<file path="config.mk">
export PLATFORM = sky130hd
export DESIGN_NAME = out_port_tx
export DESIGN_NICKNAME = d
export VERILOG_FILES = /design/src/rtl/mano_io_pkg.sv /design/src/rtl/bit_timer.sv /design/src/rtl/out_port_tx.sv
export SDC_FILE = /design/constraint.sdc
export NUM_CORES = 1
export LEC_CHECK = 0
export BUFFER_PORTS_ARGS = -buffer_cell sky130_fd_sc_hd__buf_2
export CAP_MARGIN = 10
export CORE_MARGIN = 2
export CORE_UTILIZATION = 30
export DETAILED_ROUTE_END_ITERATION = 8
export PLACE_DENSITY = 0.46
export SETUP_SLACK_MARGIN = 0.5
export SLEW_MARGIN = 20
export SYNTH_ARGS = -nofsm -noshare
export SYNTH_HDL_FRONTEND = slang
export SYNTH_SLANG_ARGS = --single-unit
</file>
<file path="constraint.sdc">
create_clock -name CLK -period 1.95 [get_ports CLK]
set_clock_uncertainty 0.1 [all_clocks]
set_input_delay 0.39 -clock CLK [delete_from_list [all_inputs] [get_ports CLK]]
set_output_delay 0.39 -clock CLK [all_outputs]
set_load 0.005 [all_outputs]
</file>
<file path="src/rtl/mano_io_pkg.sv">
// mano_io_pkg: shared types and line constants for the basic computer's serial I/O ports
package mano_io_pkg;
    typedef enum logic [1:0] {IDLE, START, DATA, STOP} state_t;
    localparam int FRAME_BITS = 10;
    localparam int CHAR_W = 8;
    localparam logic LINE_IDLE = 1'b1;
    localparam logic START_LVL = 1'b0;
    localparam logic STOP_LVL = 1'b1;
endpackage

</file>
<file path="src/rtl/bit_timer.sv">
// bit_timer: counts clock cycles within one serial bit and pulses tick on the last one
module bit_timer #(
    parameter int CLKS_PER_BIT = 16
) (
    input  logic CLK,
    input  logic clr,
    input  logic en,
    output logic tick
);
    localparam int CW = (CLKS_PER_BIT > 1) ? $clog2(CLKS_PER_BIT) : 1;
    logic [CW-1:0] cnt;
    assign tick = en && (cnt == CW'(CLKS_PER_BIT - 1));
    // cycle counter: wraps at terminal count so consecutive bits share one timer
    always_ff @(posedge CLK) begin
        if (clr) cnt <= '0;
        else if (en) cnt <= tick ? '0 : cnt + 1'b1;
    end
endmodule

</file>
<file path="src/rtl/out_port_tx.sv">
// out_port_tx: output-port controller; serialises OUT characters as start/8-data/stop frames
module out_port_tx
    import mano_io_pkg::*;
#(
    parameter int CLKS_PER_BIT = 16,
    parameter int DATA_W = CHAR_W
) (
    input  logic              CLK,
    input  logic              RST,
    input  logic [DATA_W-1:0] OUTR,
    input  logic              LD,
    input  logic              IEN,
    output logic              FGO,
    output logic              TXD,
    output logic              IRQ,
    output logic              OVR
);
    localparam int BW = $clog2(DATA_W);
    state_t state;
    logic [DATA_W-1:0] shift;
    logic [BW-1:0] bit_cnt;
    logic tick;
    logic accept;
    logic reject;
    logic fgo_next;
    assign accept = LD & FGO;
    assign reject = LD & ~FGO;
    bit_timer #(.CLKS_PER_BIT(CLKS_PER_BIT)) u_timer (
        .CLK (CLK),
        .clr (RST | accept),
        .en  (state != IDLE),
        .tick(tick)
    );
    // flag is raised by the edge that ends the stop bit and dropped by an accepted load
    always_comb fgo_next = RST ? 1'b1 : accept ? 1'b0 : (state == STOP && tick) ? 1'b1 : FGO;
    // frame FSM, shift register, bit counter and registered flags
    always_ff @(posedge CLK) begin
        if (RST) begin
            state   <= IDLE;
            shift   <= '0;
            bit_cnt <= '0;
            TXD     <= LINE_IDLE;
            OVR     <= 1'b0;
        end else if (accept) begin
            state   <= START;
            shift   <= OUTR;
            bit_cnt <= '0;
            TXD     <= START_LVL;
            OVR     <= 1'b0;
        end else begin
            if (reject) OVR <= 1'b1;
            if (tick) begin
                case (state)
                    START: begin
                        state <= DATA;
                        TXD   <= shift[0];
                    end
                    DATA: begin
                        shift <= shift >> 1;
                        if (bit_cnt == BW'(DATA_W - 1)) begin
                            state   <= STOP;
                            bit_cnt <= '0;
                            TXD     <= STOP_LVL;
                        end else begin
                            bit_cnt <= bit_cnt + 1'b1;
                            TXD     <= shift[1];
                        end
                    end
                    STOP: begin
                        state <= IDLE;
                        TXD   <= LINE_IDLE;
                    end
                    default: state <= IDLE;
                endcase
            end
        end
        FGO <= fgo_next;
        IRQ <= fgo_next & IEN;
    end
endmodule

</file>
==> metrics.yaml, run 1 <==
rows: 21
h-tree-depth: 1
synth_top_area_share_pct: 41.5
cp-start-kind: "flop"
hold_class: "input pin to flop"
start_util_pct: 30.8
dr.pass1.iters: 4
min_period_over_period_pct: 81.8
die_h_um: 62.1
synth.most_common_cell: "dfxtp_1"
drv_cap: 0
synth-edff-count: 0
worst_slew_pin_slew_ns: 0.366
fmax_mhz: 627
vias: 922
hold_viol: 0
routed-wl-met3_um: 78
drtAntennaViolNets: 0
routed_wl_mm: 2.40
fill_cells: 349
async_flop_share_pct: 0
grt_pass1_vias: 866
syn_nets: 131
wl_met2_mm: 1.14
clkLatencyLatePin_ns: 0.30
ios: 16
peakVddDrop_uv: 335
yosysSeqAreaShare_pct: 41.5
synth_cells: 113
power_per_cell_area_nw_per_um2: 564
worstPathRequired_ns: 2.09
instances_no_fill: 187
clk_pin_slew_worst_paths_ns: 0.11
die_area_um2: 3850
slew_headroom_pct: 75.6
fp.dieW_um: 62.1
antennaDiodeCount: 0
setup_viol: 0
leakagePower_uw: 0.000515
critPathMaxFanout: 5
fin_nets: 160
slew_viol_final: 0
cts_tree: "built"
cts_buffers: 3
place_hpwl_mm: 1.55
cp.arrival_ns: 1.73
yosysTopAreaCell: "dfxtp_1"
grt_antenna_before_repair: 0
run_status: "completed"
clock-sinks: 21
grt_max_degree: 18
synth_commonest_cells: "dfxtp_1 (21), nor2_1 (12), nand3_1 (10), o21ai_0 (10), a311oi_1 (8)"
area_growth_syn_to_layout_pct: 35.1
crit_path_end_kind: "flop"
grt_use_total_pct: 13.9
top_layer_used: "met4"
core_um2: 3280
place_inst: 171
drc: 0
drt-initial-drc-count: 17
wire_per_inst_um: 12.8
ys_ff_latch: 21
synth_ff_type: "dfxtp_1"
synthDistinctLibCells: 33
overflow: 0
cts-root-buf: "clkbuf_4"
drive_gt1_share_pct: 44.7
holdBufCountCts: 0
min_period_ns: 1.60
m1WireLength_mm: 1.16
rsz0062_at_grt: "true"
grt_pass1_wl_mm: 3.97
viasPerCell: 4.93
ys_warn_count: 0
gp_congestion: 0.717
syn-cell-area_um2: 1010
port_buffers: 15
tns_ns: 0
avgSynthCellArea_um2: 8.96
worst-setup-path-type: "flop to flop"
clock_path_buffers: 2
yosys-top-cells-area: "dfxtp_1 (42%), ha_1 (7.4%), a311oi_1 (6.9%)"
final timing paths:
kind                 to  slack, ns  cells past startpoint       start
min            shift[7]       0.21                      3     OUTR[7]
min reg2reg  bit_cnt[1]       0.39                      2  bit_cnt[1]
max          bit_cnt[0]       0.35                      6    state[1]
max reg2reg  bit_cnt[0]       0.35                      6    state[1]
cell usage in the layout (no fill, tap or decap), drive strengths merged, types with 2 or more instances in the layout:
master,count
a21oi,7
a311oi,8
buf,32
clkbuf,4
dfxtp,21
ha,6
inv,4
nand2,4
nand2b,2
nand3,10
nand4b,2
nor2,12
nor3,2
o21ai,10
or3,2
what timing repair did:
action                                  CTS  global route
pin swaps                                 9             4
buffers inserted                          8             2
endpoints found under the setup margin   12            16
gates resized for setup                  17            19
gates cloned                              1             1
critical path: stages (launching register included):
cell      delay [ns]
dfxtp_2         0.36
inv_2           0.05
ha_4            0.15
nand4b_1        0.22
buf_6           0.18
or3_4           0.36
a21oi_2         0.11
power by group:
group,internal (uW),total [uW],switching (uW),leakage [uW]
clock,79.7,209,129,0.0000150
sequential,451,467,16.0,0.000175
combinational,49.5,94.9,45.3,0.000325
total,581,771,190,0.000515
flip-flops by register name, summed over array words and instances (netlist names):
name,flops
u_timer.cnt,4
bit_cnt,3
state,2
shift,8
FGO,1
TXD,1
OVR,1
IRQ,1
kinds of logic after synthesis:
family          synth area share [%]
compound gates                  20.3
xor+xnor                        1.73
fa+ha+maj                       7.42
buf+inv                         7.29
flops                           41.5
mux                            0.989
simple gates                    20.8
metal layers:
metal / vias up / GRT usage [%]
li1: 470 / -
met3: 2 / 3.73
met5: - / 0
met2: 16 / 22.3
met1: 434 / 18.5
met4: 0 / 3.65
through the flow:
| step | utilization (%) | instance area [um2] | worst slack, ns | total power (uW) | hold slack, ns |
|---|---|---|---|---|---|
| 2_1_floorplan | - | 1040 | 0.504 | 525 | 0.356 |
| 3_3_place_gp | 34.9 | 1150 | 0.375 | 557 | 0.353 |
| 3_5_place_dp | 34.9 | 1150 | 0.354 | 556 | 0.383 |
| 4_1_cts | 38.6 | 1270 | 0.379 | 773 | 0.203 |
| 5_1_grt | 41.6 | 1370 | 0.289 | 816 | 0.203 |
| 6_report | 41.6 | 1370 | 0.354 | 771 | 0.212 |
cell type report:
type                    instances  area [um2]  share of cell area, %
flip-flops and latches         21         427                   31.2
inverters                       4        15.0                   1.10
multi-input cells              80         623                   45.6
clock buffers                   4        26.3                   1.92
well taps                      46        57.6                   4.21
repair buffers                 32         219                   16.0
Note: power is estimated with default switching activity, not from simulation.
==> run 2, diff against run 1 <==
==> constraint.sdc (replaced) <==
create_clock -name CLK -period 1.67 [get_ports CLK]
set_clock_uncertainty 0.1 [all_clocks]
set_input_delay 0.334 -clock CLK [delete_from_list [all_inputs] [get_ports CLK]]
set_output_delay 0.334 -clock CLK [all_outputs]
set_load 0.005 [all_outputs]
==> run 2 against run 1 <==
  * Count of clock-buffer cells in the layout unchanged
  * Sequential cell count unchanged
  * Largest cell class unchanged
  * Maximum frequency up 0.96%
  * Non-clock buffer count down 3
  * Via count down 2.3%
==> metrics.yaml, run 2 (synthesis gave the netlist of run 1 again) <==
grt_antenna_before_repair: 0  # unchanged
rsz0062_at_grt: "true"
die_area_um2: 3850  # unchanged
worst_slew_pin_slew_ns: 0.295  # -0.0711 ns
mostFrequentLayoutCell: "buf_2"
holdBufCountCts: 0  # unchanged
largestRegisters: "shift (8), u_timer.cnt (4), bit_cnt (3)"
worst-setup-path-type: "flop to flop"
clk_pin_slew_worst_paths_ns: 0.12  # about the same
peakVddDrop_uv: 471  # +41%
area_growth_syn_to_layout_pct: 42.9
placed_area_um2: 1200  # +4.8%
r2r-start: "state[1]"
grt_pass1_vias: 848  # -2.1%
ios: 16  # unchanged
min_to: "shift[7]"
rrSetupSlack_ns: 0.09  # -0.26 ns
setup_viol: 0  # unchanged
grt_pass1_wl_mm: 3.71  # -6.6%
most-common-layout-cells: "buf_2 (13), dfxtp_1 (12), nor2_1 (12)"
h-tree-depth: 1  # unchanged
grt_max_degree: 18  # unchanged
min_period_over_period_pct: 94.6  # +13 points
slew_headroom_pct: 80.4  # +4.7 points
routed_wl_mm: 2.36  # -1.8%
worstPathRequired_ns: 1.80  # -0.29 ns
wire_per_inst_um: 12.8  # -0.19%
drv_cap: 0  # unchanged
run_status: "completed"
hold_path_depth: 3  # unchanged
critPathMaxFanout: 7  # +2
fill_cells: 327  # -6.3%
place_hpwl_mm: 1.65  # +6.1%
clkLatencyLatePin_ns: 0.31  # about the same
clock_path_buffers: 2  # unchanged
grt_use_total_pct: 13.2  # -0.66 points
core_um2: 3280  # unchanged
start_util_pct: 30.8  # unchanged
cp.arrival_ns: 1.71  # -0.02 ns
min_period_ns: 1.58  # -0.0152 ns
drt-initial-drc-count: 27  # +10
die_h_um: 62.1  # unchanged
regMostFlops: "shift"
rows: 21  # unchanged
crit_path_end_kind: "flop"
drive_gt1_share_pct: 58.0  # +13 points
cp-start-kind: "flop"
fin_nets: 157  # -1.9%
slew_viol_final: 0  # unchanged
cts-root-buf: "clkbuf_4"
antennaDiodeCount: 0  # unchanged
reg2reg_depth: 6  # unchanged
power_per_cell_area_nw_per_um2: 645  # +14%
vias: 901  # -2.3%
fp.dieW_um: 62.1  # unchanged
dr.pass1.iters: 4  # unchanged
design_area_um2: 1450  # +5.8%
clock-sinks: 21  # unchanged
largest_reg_flops: 8  # unchanged
hold_viol: 0  # unchanged
gp_congestion: 0.737  # +2.8%
hold_start: "OUTR[7]"
cts_tree: "built"
cts_buffers: 3  # unchanged
fmax_mhz: 633  # +0.96%
power_uw: 932  # +21%
overflow: 0  # unchanged
r2r-end: "shift[1]"
port_buffers: 15  # unchanged
leakagePower_uw: 0.000514  # -0.23%
drtAntennaViolNets: 0  # unchanged
drc: 0  # unchanged
hold_class: "input pin to flop"
viasPerCell: 4.90  # -0.68%
tns_ns: 0  # unchanged
==> run 2: worst max path at each step <==
stage / from / to / slack, ns / depth (start not counted)
floorplan: state[1] / shift[0] / 0.24 / 7
global placement: state[0] / bit_cnt[2] / 0.1 / 6
detailed placement: state[1] / shift[1] / 0.07 / 6
CTS: state[1] / shift[1] / 0.10 / 6
global route: state[1] / shift[1] / 0.03 / 6
finish: state[1] / shift[1] / 0.09 / 6
==> run 2: final cells by class <==
cell class	instances	area [um2]	area share, %
multi-input cells	80	702	48.5
flip-flops and latches	21	434	30.0
repair buffers	29	211	14.6
well taps	46	57.6	3.98
clock buffers	4	26.3	1.82
inverters	4	15.0	1.04
==> run 2: critical path, stage by stage, from the launching register on <==
cell and delay [ns]:
dfxtp_2 0.37, inv_2 0.05, ha_4 0.15, and4b_2 0.31
buf_6 0.15, nand3_2 0.07, a311oi_2 0.29
==> run 2: stage by stage <==
stage	setup slack (ns)	util, %	std cells	hold slack, ns
final	0.0893	44.0	184	0.149
after global placement	0.0964	36.6	173	0.351
after detailed placement	0.0695	36.6	173	0.363
after floorplan	0.241	-	113	0.342
after CTS	0.103	40.9	183	0.143
after global routing	0.0276	44.0	184	0.143
==> run 2: timing repair <==
action | in CTS | in global routing
gates resized for setup | 29 | 20
pin swaps | 16 | 11
setup endpoints to repair | 23 | 25
setup buffers | 6 | 1
==> run 2: power breakdown <==
part	switching, uW	internal (uW)
clock network	164	93.4
logic	60.9	66.4
registers	19.9	527
total	245	687
==> run 2: per-layer routing <==
metal  global-route usage [%]  wire length (um)
met5                        0                 0
met4                     3.65                28
met3                     3.73                86
met2                     22.2              1150
met1                     16.6              1090
